[src/rtl/fwd_hazard_if.sv]
// Decode-side bundle for the forwarding/hazard unit.
//   master : decode stage (drives instruction info and flush, reads back
//            operand-mux selects, the hold line and the stall counter)
//   slave  : fwd_hazard_unit
// Signals:
//   id_valid, id_rd_idx, id_rd_we, id_is_load : decode instruction info
//   id_rs_idx  : NUM_READ packed read indices, port p at [p*W +: W]
//   id_rs_used : per-port "actually reads a register"
//   flush      : squash every tracked instruction
//   mux_ctrl   : per-port select, 1 = register file, s = stage s
//   stall      : hold decode/fetch
//   stall_cnt  : saturating stall-cycle count
interface fwd_hazard_if #(
    parameter int REG_IDX_W = 4,
    parameter int NUM_READ  = 2,
    parameter int FWD_DEPTH = 2
);
    localparam int SEL_W = $clog2(FWD_DEPTH + 2);

    logic                          id_valid;
    logic [REG_IDX_W-1:0]          id_rd_idx;
    logic                          id_rd_we;
    logic                          id_is_load;
    logic [NUM_READ*REG_IDX_W-1:0] id_rs_idx;
    logic [NUM_READ-1:0]           id_rs_used;
    logic                          flush;
    logic [NUM_READ*SEL_W-1:0]     mux_ctrl;
    logic                          stall;
    logic [15:0]                   stall_cnt;

    modport master (
        output id_valid, id_rd_idx, id_rd_we, id_is_load,
        output id_rs_idx, id_rs_used, flush,
        input  mux_ctrl, stall, stall_cnt
    );

    modport slave (
        input  id_valid, id_rd_idx, id_rd_we, id_is_load,
        input  id_rs_idx, id_rs_used, flush,
        output mux_ctrl, stall, stall_cnt
    );
endinterface

[src/rtl/fwd_hazard_unit.sv]
// Forwarding and load-use hazard unit.
// Tracks destination tags of in-flight instructions in stages 2..FWD_DEPTH+1,
// selects the youngest matching stage per read port, raises stall when the
// youngest producer is a load whose data is not yet forwardable, and counts
// stall cycles.
// Ports:
//   clk : clock
//   rst : synchronous active-high reset (also forces mux_ctrl=1, stall=0)
//   bus : fwd_hazard_if.slave (see interface header for signal list)
module fwd_hazard_unit #(
    parameter int REG_IDX_W   = 4,
    parameter int NUM_READ    = 2,
    parameter int FWD_DEPTH   = 2,
    parameter int LOAD_LAT    = 1,
    parameter int ZERO_REG_EN = 0,
    parameter int SEL_W       = $clog2(FWD_DEPTH + 2)
) (
    input  logic        clk,
    input  logic        rst,
    fwd_hazard_if.slave bus
);

    // Tag storage; array index i holds pipeline stage i+2.
    logic                 tag_we_q  [FWD_DEPTH];
    logic [REG_IDX_W-1:0] tag_idx_q [FWD_DEPTH];
    logic                 tag_ld_q  [FWD_DEPTH];
    logic                 tag_we_d  [FWD_DEPTH];
    logic [REG_IDX_W-1:0] tag_idx_d [FWD_DEPTH];
    logic                 tag_ld_d  [FWD_DEPTH];

    logic [15:0]          stall_cnt_q;
    logic [15:0]          stall_cnt_d;

    logic [NUM_READ-1:0]  port_hz;
    logic                 stall_w;

    // ------------------------------------------------------------------
    // Per-port select and hazard; ports are fully independent.
    // ------------------------------------------------------------------
    genvar gi;
    generate
        for (gi = 0; gi < NUM_READ; gi++) begin : g_port
            logic [REG_IDX_W-1:0] rs;
            logic                 zero_blk;
            logic [SEL_W-1:0]     sel;
            logic                 hz;

            assign rs       = bus.id_rs_idx[gi*REG_IDX_W +: REG_IDX_W];
            assign zero_blk = (ZERO_REG_EN != 0) && (rs == '0);

            // Scan oldest to youngest so the youngest match overwrites.
            // The hazard flag follows the youngest match only, so a younger
            // non-load producer hides an older load.
            always_comb begin
                sel = SEL_W'(1);
                hz  = 1'b0;
                for (int i = FWD_DEPTH - 1; i >= 0; i--) begin
                    if (bus.id_rs_used[gi] && !zero_blk &&
                        tag_we_q[i] && (tag_idx_q[i] == rs)) begin
                        sel = SEL_W'(i + 2);
                        hz  = tag_ld_q[i] && (i < LOAD_LAT);
                    end
                end
            end

            assign bus.mux_ctrl[gi*SEL_W +: SEL_W] = rst ? SEL_W'(1) : sel;
            assign port_hz[gi] = hz;
        end
    endgenerate

    // Flush and reset both suppress the hold line in their cycle.
    assign stall_w       = bus.id_valid && (|port_hz) && !bus.flush && !rst;
    assign bus.stall     = stall_w;
    assign bus.stall_cnt = stall_cnt_q;

    // ------------------------------------------------------------------
    // Next-state: capture into stage 2 unless stalled, shift the rest.
    // ------------------------------------------------------------------
    always_comb begin
        for (int i = 0; i < FWD_DEPTH; i++) begin
            tag_we_d[i]  = 1'b0;
            tag_idx_d[i] = '0;
            tag_ld_d[i]  = 1'b0;
        end

        if (!bus.flush) begin
            if (bus.id_valid && !stall_w) begin
                tag_we_d[0]  = bus.id_rd_we;
                tag_idx_d[0] = bus.id_rd_idx;
                tag_ld_d[0]  = bus.id_is_load;
            end
            for (int i = 1; i < FWD_DEPTH; i++) begin
                tag_we_d[i]  = tag_we_q[i-1];
                tag_idx_d[i] = tag_idx_q[i-1];
                tag_ld_d[i]  = tag_ld_q[i-1];
            end
        end

        stall_cnt_d = stall_cnt_q;
        if (stall_w && (stall_cnt_q != 16'hFFFF)) begin
            stall_cnt_d = stall_cnt_q + 16'd1;
        end
    end

    always_ff @(posedge clk) begin
        if (rst) begin
            for (int i = 0; i < FWD_DEPTH; i++) begin
                tag_we_q[i]  <= 1'b0;
                tag_idx_q[i] <= '0;
                tag_ld_q[i]  <= 1'b0;
            end
            stall_cnt_q <= 16'd0;
        end else begin
            for (int i = 0; i < FWD_DEPTH; i++) begin
                tag_we_q[i]  <= tag_we_d[i];
                tag_idx_q[i] <= tag_idx_d[i];
                tag_ld_q[i]  <= tag_ld_d[i];
            end
            stall_cnt_q <= stall_cnt_d;
        end
    end

endmodule

[src/flat_wrapper.sv]
// flat-port wrapper written by rule: the top's interface ports become plain ports
module fwd_hazard_unit_flat 
#(
    parameter int REG_IDX_W   = 4,
    parameter int NUM_READ    = 2,
    parameter int FWD_DEPTH   = 2,
    parameter int LOAD_LAT    = 1,
    parameter int ZERO_REG_EN = 0,
    parameter int SEL_W       = $clog2(FWD_DEPTH + 2)
)
  (clk, rst, bus_id_valid, bus_id_rd_idx, bus_id_rd_we, bus_id_is_load, bus_id_rs_idx, bus_id_rs_used, bus_flush, bus_mux_ctrl, bus_stall, bus_stall_cnt);
  fwd_hazard_if #(.REG_IDX_W(REG_IDX_W), .NUM_READ(NUM_READ), .FWD_DEPTH(FWD_DEPTH)) bus_i ();
  input  logic clk;
  input  logic rst;
  input wire logic [$bits(bus_i.id_valid)-1:0] bus_id_valid;
  input wire logic [$bits(bus_i.id_rd_idx)-1:0] bus_id_rd_idx;
  input wire logic [$bits(bus_i.id_rd_we)-1:0] bus_id_rd_we;
  input wire logic [$bits(bus_i.id_is_load)-1:0] bus_id_is_load;
  input wire logic [$bits(bus_i.id_rs_idx)-1:0] bus_id_rs_idx;
  input wire logic [$bits(bus_i.id_rs_used)-1:0] bus_id_rs_used;
  input wire logic [$bits(bus_i.flush)-1:0] bus_flush;
  output wire logic [$bits(bus_i.mux_ctrl)-1:0] bus_mux_ctrl;
  output wire logic [$bits(bus_i.stall)-1:0] bus_stall;
  output wire logic [$bits(bus_i.stall_cnt)-1:0] bus_stall_cnt;
  assign bus_i.id_valid = bus_id_valid;
  assign bus_i.id_rd_idx = bus_id_rd_idx;
  assign bus_i.id_rd_we = bus_id_rd_we;
  assign bus_i.id_is_load = bus_id_is_load;
  assign bus_i.id_rs_idx = bus_id_rs_idx;
  assign bus_i.id_rs_used = bus_id_rs_used;
  assign bus_i.flush = bus_flush;
  assign bus_mux_ctrl = bus_i.mux_ctrl;
  assign bus_stall = bus_i.stall;
  assign bus_stall_cnt = bus_i.stall_cnt;
  fwd_hazard_unit #(.REG_IDX_W(REG_IDX_W), .NUM_READ(NUM_READ), .FWD_DEPTH(FWD_DEPTH), .LOAD_LAT(LOAD_LAT), .ZERO_REG_EN(ZERO_REG_EN), .SEL_W(SEL_W)) u_core (.clk(clk), .rst(rst), .bus(bus_i));
endmodule
[config.mk]
export PLATFORM = sky130hd
export DESIGN_NAME = fwd_hazard_unit_flat
export DESIGN_NICKNAME = d
export VERILOG_FILES = /design/src/rtl/fwd_hazard_if.sv /design/src/rtl/fwd_hazard_unit.sv /design/src/flat_wrapper.sv
export SDC_FILE = /design/constraint.sdc
export NUM_CORES = 1
export LEC_CHECK = 0
export ABC_AREA = 0
export BUFFER_PORTS_ARGS = -buffer_cell sky130_fd_sc_hd__buf_2
export CAP_MARGIN = 20
export CORE_ASPECT_RATIO = 1.2
export CORE_MARGIN = 8
export CORE_UTILIZATION = 30
export CTS_BUF_LIST = sky130_fd_sc_hd__clkbuf_4 sky130_fd_sc_hd__clkbuf_8
export CTS_CLUSTER_SIZE = 25
export DETAILED_ROUTE_END_ITERATION = 7
export GPL_ROUTABILITY_DRIVEN = 0
export PLACE_DENSITY_LB_ADDON = 0.08
export SKIP_CTS_REPAIR_TIMING = 1
export SYNTH_ARGS = -nofsm -noshare
export SYNTH_HDL_FRONTEND = slang
export SYNTH_SLANG_ARGS = --single-unit
[constraint.sdc]
create_clock -name clk -period 2.2 [get_ports clk]
set_clock_uncertainty 0.15 [all_clocks]
set_input_delay 0.11 -clock clk [delete_from_list [all_inputs] [get_ports clk]]
set_output_delay 0.11 -clock clk [all_outputs]
set_load 0.05 [all_outputs]
# --- Yosys cells after proc, flatten, opt, wreduce, memory -nomap -nowiden ---
# Memories as Yosys holds them, arrays and structs flattened.
# Index checks and enable logic that the tools add are counted.
op_classes:
  add_sub_neg: 1
  n_eq_ne: 5
  mux: 23
  n_bitwise: 6
  reduce_logical: 17
ops:
  columns: ["operator", "n"]
  rows:
  - ["adder 16 x 1 -> 16 bit, second input constant", 1]
  - ["== test 4 bit", 4]
  - ["two-way mux 2 bit", 8]
  - ["!= test 16 bit, second input constant", 1]
  - ["logical AND 1 bit", 13]
  - ["two-way mux 4 bit", 3]
  - ["two-way mux 1 bit", 11]
  - ["two-way mux 8 bit", 1]
  - ["OR 1 bit", 6]
  - ["zero test 1 bit", 3]
  - ["OR reduction 2 bit", 1]
totals:
  regBits: 16
  ram_bits: 12
  in_bits: 20
  out_inout_bits: 21
  word_cells: 56
  memories: 3
memory_table:
  columns: ["name", "words", "width", "rd", "rd_ports_with_merged_regs", "wr", "line_no", "source"]
  rows:
  - ["u_core.tag_idx_q", 2, 4, 2, 0, 2, "fwd_hazard_unit.sv:25", "logic [REG_IDX_W-1:0] tag_idx_q [FWD_DEPTH];"]
  - ["u_core.tag_ld_q", 2, 1, 1, 0, 2, "fwd_hazard_unit.sv:26", "logic tag_ld_q [FWD_DEPTH];"]
  - ["u_core.tag_we_q", 2, 1, 2, 0, 2, "fwd_hazard_unit.sv:24", "logic tag_we_q [FWD_DEPTH];"]

# --- Depth between registers and ports, before layout ---
# An unclocked memory read counts as a cell.
logic_depth:
  depth_word: 13
  mapped_depth: 7
  ltp_nobuf: 6

# --- Worst setup path after synthesis ---
# OpenSTA, ideal clock, no wires.
synth_timing:
  path_kind: "reg-to-reg"
  start: "reg u_core.stall_cnt_q[4], in the netlist u_core.bus.stall_cnt[4]"
  end: "reg u_core.stall_cnt_q[9], in the netlist u_core.bus.stall_cnt[9]"
  setup_ns: 0.123
  arrival_time_ns: 1.917
  setup_slack_ns: 0.010
  stages_incl_launch_ff: 7
  cell_sequence: "dfxtp_1 -> and4_1 -> nand4b_2 -> nor2_1 -> buf_2 -> nor3_1 -> mux2_1"
synth_between:
  elab_chain_cells: 2
synth_lines:
  columns: ["item", "line_no", "source"]
  rows:
  - ["from (decl)", "fwd_hazard_unit.sv:31", "logic [15:0] stall_cnt_q;"]
  - ["from (signal assigned)", "fwd_hazard_unit.sv:119", "stall_cnt_q <= stall_cnt_d;"]
  - ["branches (longest 2 deep; another with adder 16 x 1 -> 16 bit)", null, null]
# Parallel ways; which one is timed is not known.
# A chain may end at the register's enable or synchronous reset.

==> metrics list <==
- Upper clock frequency limit: approximately 480 MHz
- VDD IR max: roughly 0.26 mV
- Of the total power, the clock network draws 0.349.
- The initialized floorplan defines 27 standard-cell rows.
- In this run the vertical extent of the chip is 91.6 um.
- The worst hold path terminates at u_core.tag_idx_q[0][5].
- For the worst setup path, the data required time is 1.94 ns.
* TritonCTS clock tree: built
- Clock buffer depth: 2
- Antenna viol nets, final: 0
* Number of synthesized register bits: 27
* Net switching share of the total power: 0.243
- Leading cell type in the layout, fill and taps excluded: sky130_fd_sc_hd__buf_2
- Biggest fanout along the worst timing path: 27
- Measured in cells, the most critical reg-to-reg path has a length of 5.
* Ys Warns: 0
* CTS Buf Count: 3
* Count of pins over their slew limit: 0
- Initial antenna violation count: 0
- STA classifies the critical path endpoint as a primary output.
- Of the synthesized area, sequential elements account for 0.379.
* Area of all sequential standard cells: roughly 540 sq um
- Area contributors post-synth: sky130_fd_sc_hd__dfxtp_1 38%, sky130_fd_sc_hd__a21oi_1 6.3%, sky130_fd_sc_hd__xnor2_1 6.1%
- Remaining global-route overflow: 0
- Global-route total usage across every layer: 0.118
- The routed layout has 1482 vias.
* Setup repair after global routing missed its margin: no
- Summed over all nets, the switching power comes to 0.211 mW.
- The worst hold path begins at bus_flush.
- Dividing the detail-routed via count by the number of cells gives 5.43.
* Unique masters post-synth: 37
- In the synthesized netlist the dominant register cell turns out to be sky130_fd_sc_hd__dfxtp_1.
- The final number of hold-violating endpoints was 0.
* Count of flip-flops with a built-in enable after synthesis: 0
* Worst reg2reg endpoint: u_core.bus.stall_cnt[15]
- For the pin with the worst max-slew slack, the measured transition is 0.447 ns.
* Power density over the cells: ~480 nW/um^2
- Data arrival time of the critical path: between 1.5 and 2 ns
* Share of the clock period used by the worst path: 0.945
- Biggest area consumer among synthesized cells: sky130_fd_sc_hd__dfxtp_1
- Leaving out fill and tap cells, the most frequent cells in the layout are 40 x sky130_fd_sc_hd__buf_2, 27 x sky130_fd_sc_hd__dfxtp_1, 18 x sky130_fd_sc_hd__a21oi_1.
- Num Clock Sinks: 27
- Once placement finished, the instance area stood at about 1700 sq um.
- For flop-to-flop paths, the worst setup slack is 0.15 ns.
* Core Footprint: 4590 sq um
- Post-place setup slack: between 0.15 and 0.2 ns
- After the first detailed-routing iteration, the DRC count stood at between 60 and 70.
- Remaining design rule violation count: 0
- After clock tree synthesis, the clock-pin slew on the worst setup and hold paths is 0.11 ns.
* Wire length of the first global-routing pass: 7070 um
* Root Buffer Master: sky130_fd_sc_hd__clkbuf_8
* Vias in the first global route: between 1500 and 2000
* Clock network latency to the later pin of the worst-skew pair: 0.28 ns
- Net Count, Synth: roughly 190
* Gate Count Post-Synth: 165
* Final Net Count: 237
- The first detailed-routing pass took 4 iterations.
* Netlist area before placement: 1430 sq um
* Result of the run: complete, no violations
* Placed wire-length estimate after detailed placement: 3240 um
- For this design the static power due to leakage is 0.695 nW.
- Dividing the detail-routed wire length by the instance count gives 15.4 um.
- The share of synthesized area in the top cell type comes to 0.379.
- between 40 and 50 I/O pins were placed.
* Remaining max-slew budget at the tightest pin: 0.702
- Port bufs: 40
* Relative contribution of combinational cells to total power: 0.080
* Startpoint kind of the worst setup timing path: flop
- The worst hold path passes through 3 cells.
- The repair_antennas step left the layout with diodes totalling 0.
- Fraction of final layout cells with drive strength greater than 1: 0.242
- Die area: 7230 sq um
- Entering global routing, the biggest net connects 28 pins.
* Starting utilization of the core area: 0.311
- Wires add up to 4190 um.
- In this run the number of H-tree levels came out at 1.
- Of the total power, registers draw 0.571.
- For the final routed database, the setup TNS stands at 0 ns.
- The tool flagged a number of max-cap violations equal to 0.
- The critical path in this run is classified as flop to primary output.
- Synthesized area per cell: 8.65 sq um
- Final setup slack of the worst path: 0.122 ns
- Once layout is done, the placed cells without fillers occupy about 1800 sq um.
- Area delta synth->final: 27.4%
- The min-delay analysis places its worst path in the category input pin to flop.
- # fillers: roughly 500
* Final setup fails: 0
- Footprint of the multi-input gates: 852 sq um
- In this run the critical register-to-register path is launched from u_core.tag_idx_q[0][1].
- Minimum clock period: 2.08 ns
* Cell Int Power: approximately 0.66 mW
- After synthesis, the share of flip-flops with an asynchronous set or reset is 0.
* Chip Width: 79.0 um
==> routing by layer <==
| metal | global-route usage | vias up | share of wire |
|---|---|---|---|
| met3 | 0.0316 | 4 | 0.075 |
| met5 | 0 | - | 0 |
| met4 | 0.0433 | 0 | 0.011 |
| li1 | - | 727 | - |
| met1 | 0.128 | 698 | 0.41 |
| met2 | 0.211 | 53 | 0.50 |
==> sequential cells by signal, summed over array words and instances (netlist names) <==
name	flops
u_core.bus.stall_cnt	16
u_core.tag_idx_q	8
u_core.tag_ld_q	1
u_core.tag_we_q	2
==> layout make-up <==
cell class	instances	area share
clock inverter	1	0.00413
inverter	2	0.00413
multi-input combinational	131	0.468
tap	58	0.0399
sequential	27	0.297
clock buffer	3	0.0227
timing repair buffer	51	0.164
==> stage by stage <==
step,cells,hold WS [ns],utilization,power (mW)
floorplan,165,0.0817,-,0.536
global placement,263,0.159,0.372,0.569
detailed placement,263,0.162,0.372,0.569
CTS,267,-0.138,0.383,0.873
global route,273,0.0990,0.396,0.902
finish,273,0.0725,0.396,0.869
==> cell usage after synthesis, drive strengths merged (2+ instances only) <==
| library cell | number |
|---|---|
| nor2 | 5 |
| nand3 | 12 |
| xnor2 | 10 |
| or2 | 2 |
| nand4 | 11 |
| nor3 | 4 |
| clkbuf | 2 |
| and2 | 11 |
| buf | 3 |
| o31ai | 5 |
| xor2 | 6 |
| nand2 | 5 |
| and3 | 4 |
| nand4b | 2 |
| o21ai | 8 |
| dfxtp | 27 |
| and4 | 2 |
| or4 | 4 |
| a21oi | 18 |
| or3 | 8 |
| nand4bb | 2 |
| o41ai | 3 |
| inv | 2 |
==> logic make-up after synthesis <==
family	count (synthesis)	synth area share
xor gates and xnor gates	16	0.0982
buffers and inverters	7	0.0245
muxes	1	0.00789
AOI/OAI and AO/OA	38	0.158
DFF	27	0.379
adders and majority gates	1	0.00876
and+or+nand+nor	75	0.324
==> power by group through the flow <==
| stage | combinational [mW] | clock [mW] | sequential (mW) |
|---|---|---|---|
| detailed placement | 0.0613 | 0 | 0.508 |
| global route | 0.0760 | 0.329 | 0.497 |
| global placement | 0.0613 | 0 | 0.507 |
| finish | 0.0691 | 0.304 | 0.496 |
| CTS | 0.0614 | 0.315 | 0.496 |
| floorplan | 0.0300 | 0 | 0.506 |
==> how the worst max path moves through the flow <==
stage,from,to
6_report,u_core.tag_idx_q[0][1],bus_stall
5_1_grt,u_core.tag_idx_q[0][1],u_core.bus.stall_cnt[12]
4_1_cts,u_core.tag_idx_q[0][1],bus_stall
3_5_place_dp,u_core.tag_idx_q[0][1],u_core.bus.stall_cnt[15]
3_3_place_gp,u_core.tag_idx_q[0][1],u_core.bus.stall_cnt[15]
2_1_floorplan,u_core.bus.stall_cnt[4],u_core.bus.stall_cnt[9]
==> worst max-delay path, cell delays in order (launching register included) <==
cell,delay (ns)
sky130_fd_sc_hd__dfxtp_1,0.35
sky130_fd_sc_hd__xnor2_1,0.23
sky130_fd_sc_hd__nand3_1,0.17
sky130_fd_sc_hd__o22a_2,0.39
sky130_fd_sc_hd__inv_2,0.13
sky130_fd_sc_hd__buf_2,0.27
No activity file was read; power rests on OpenSTA's default activity.
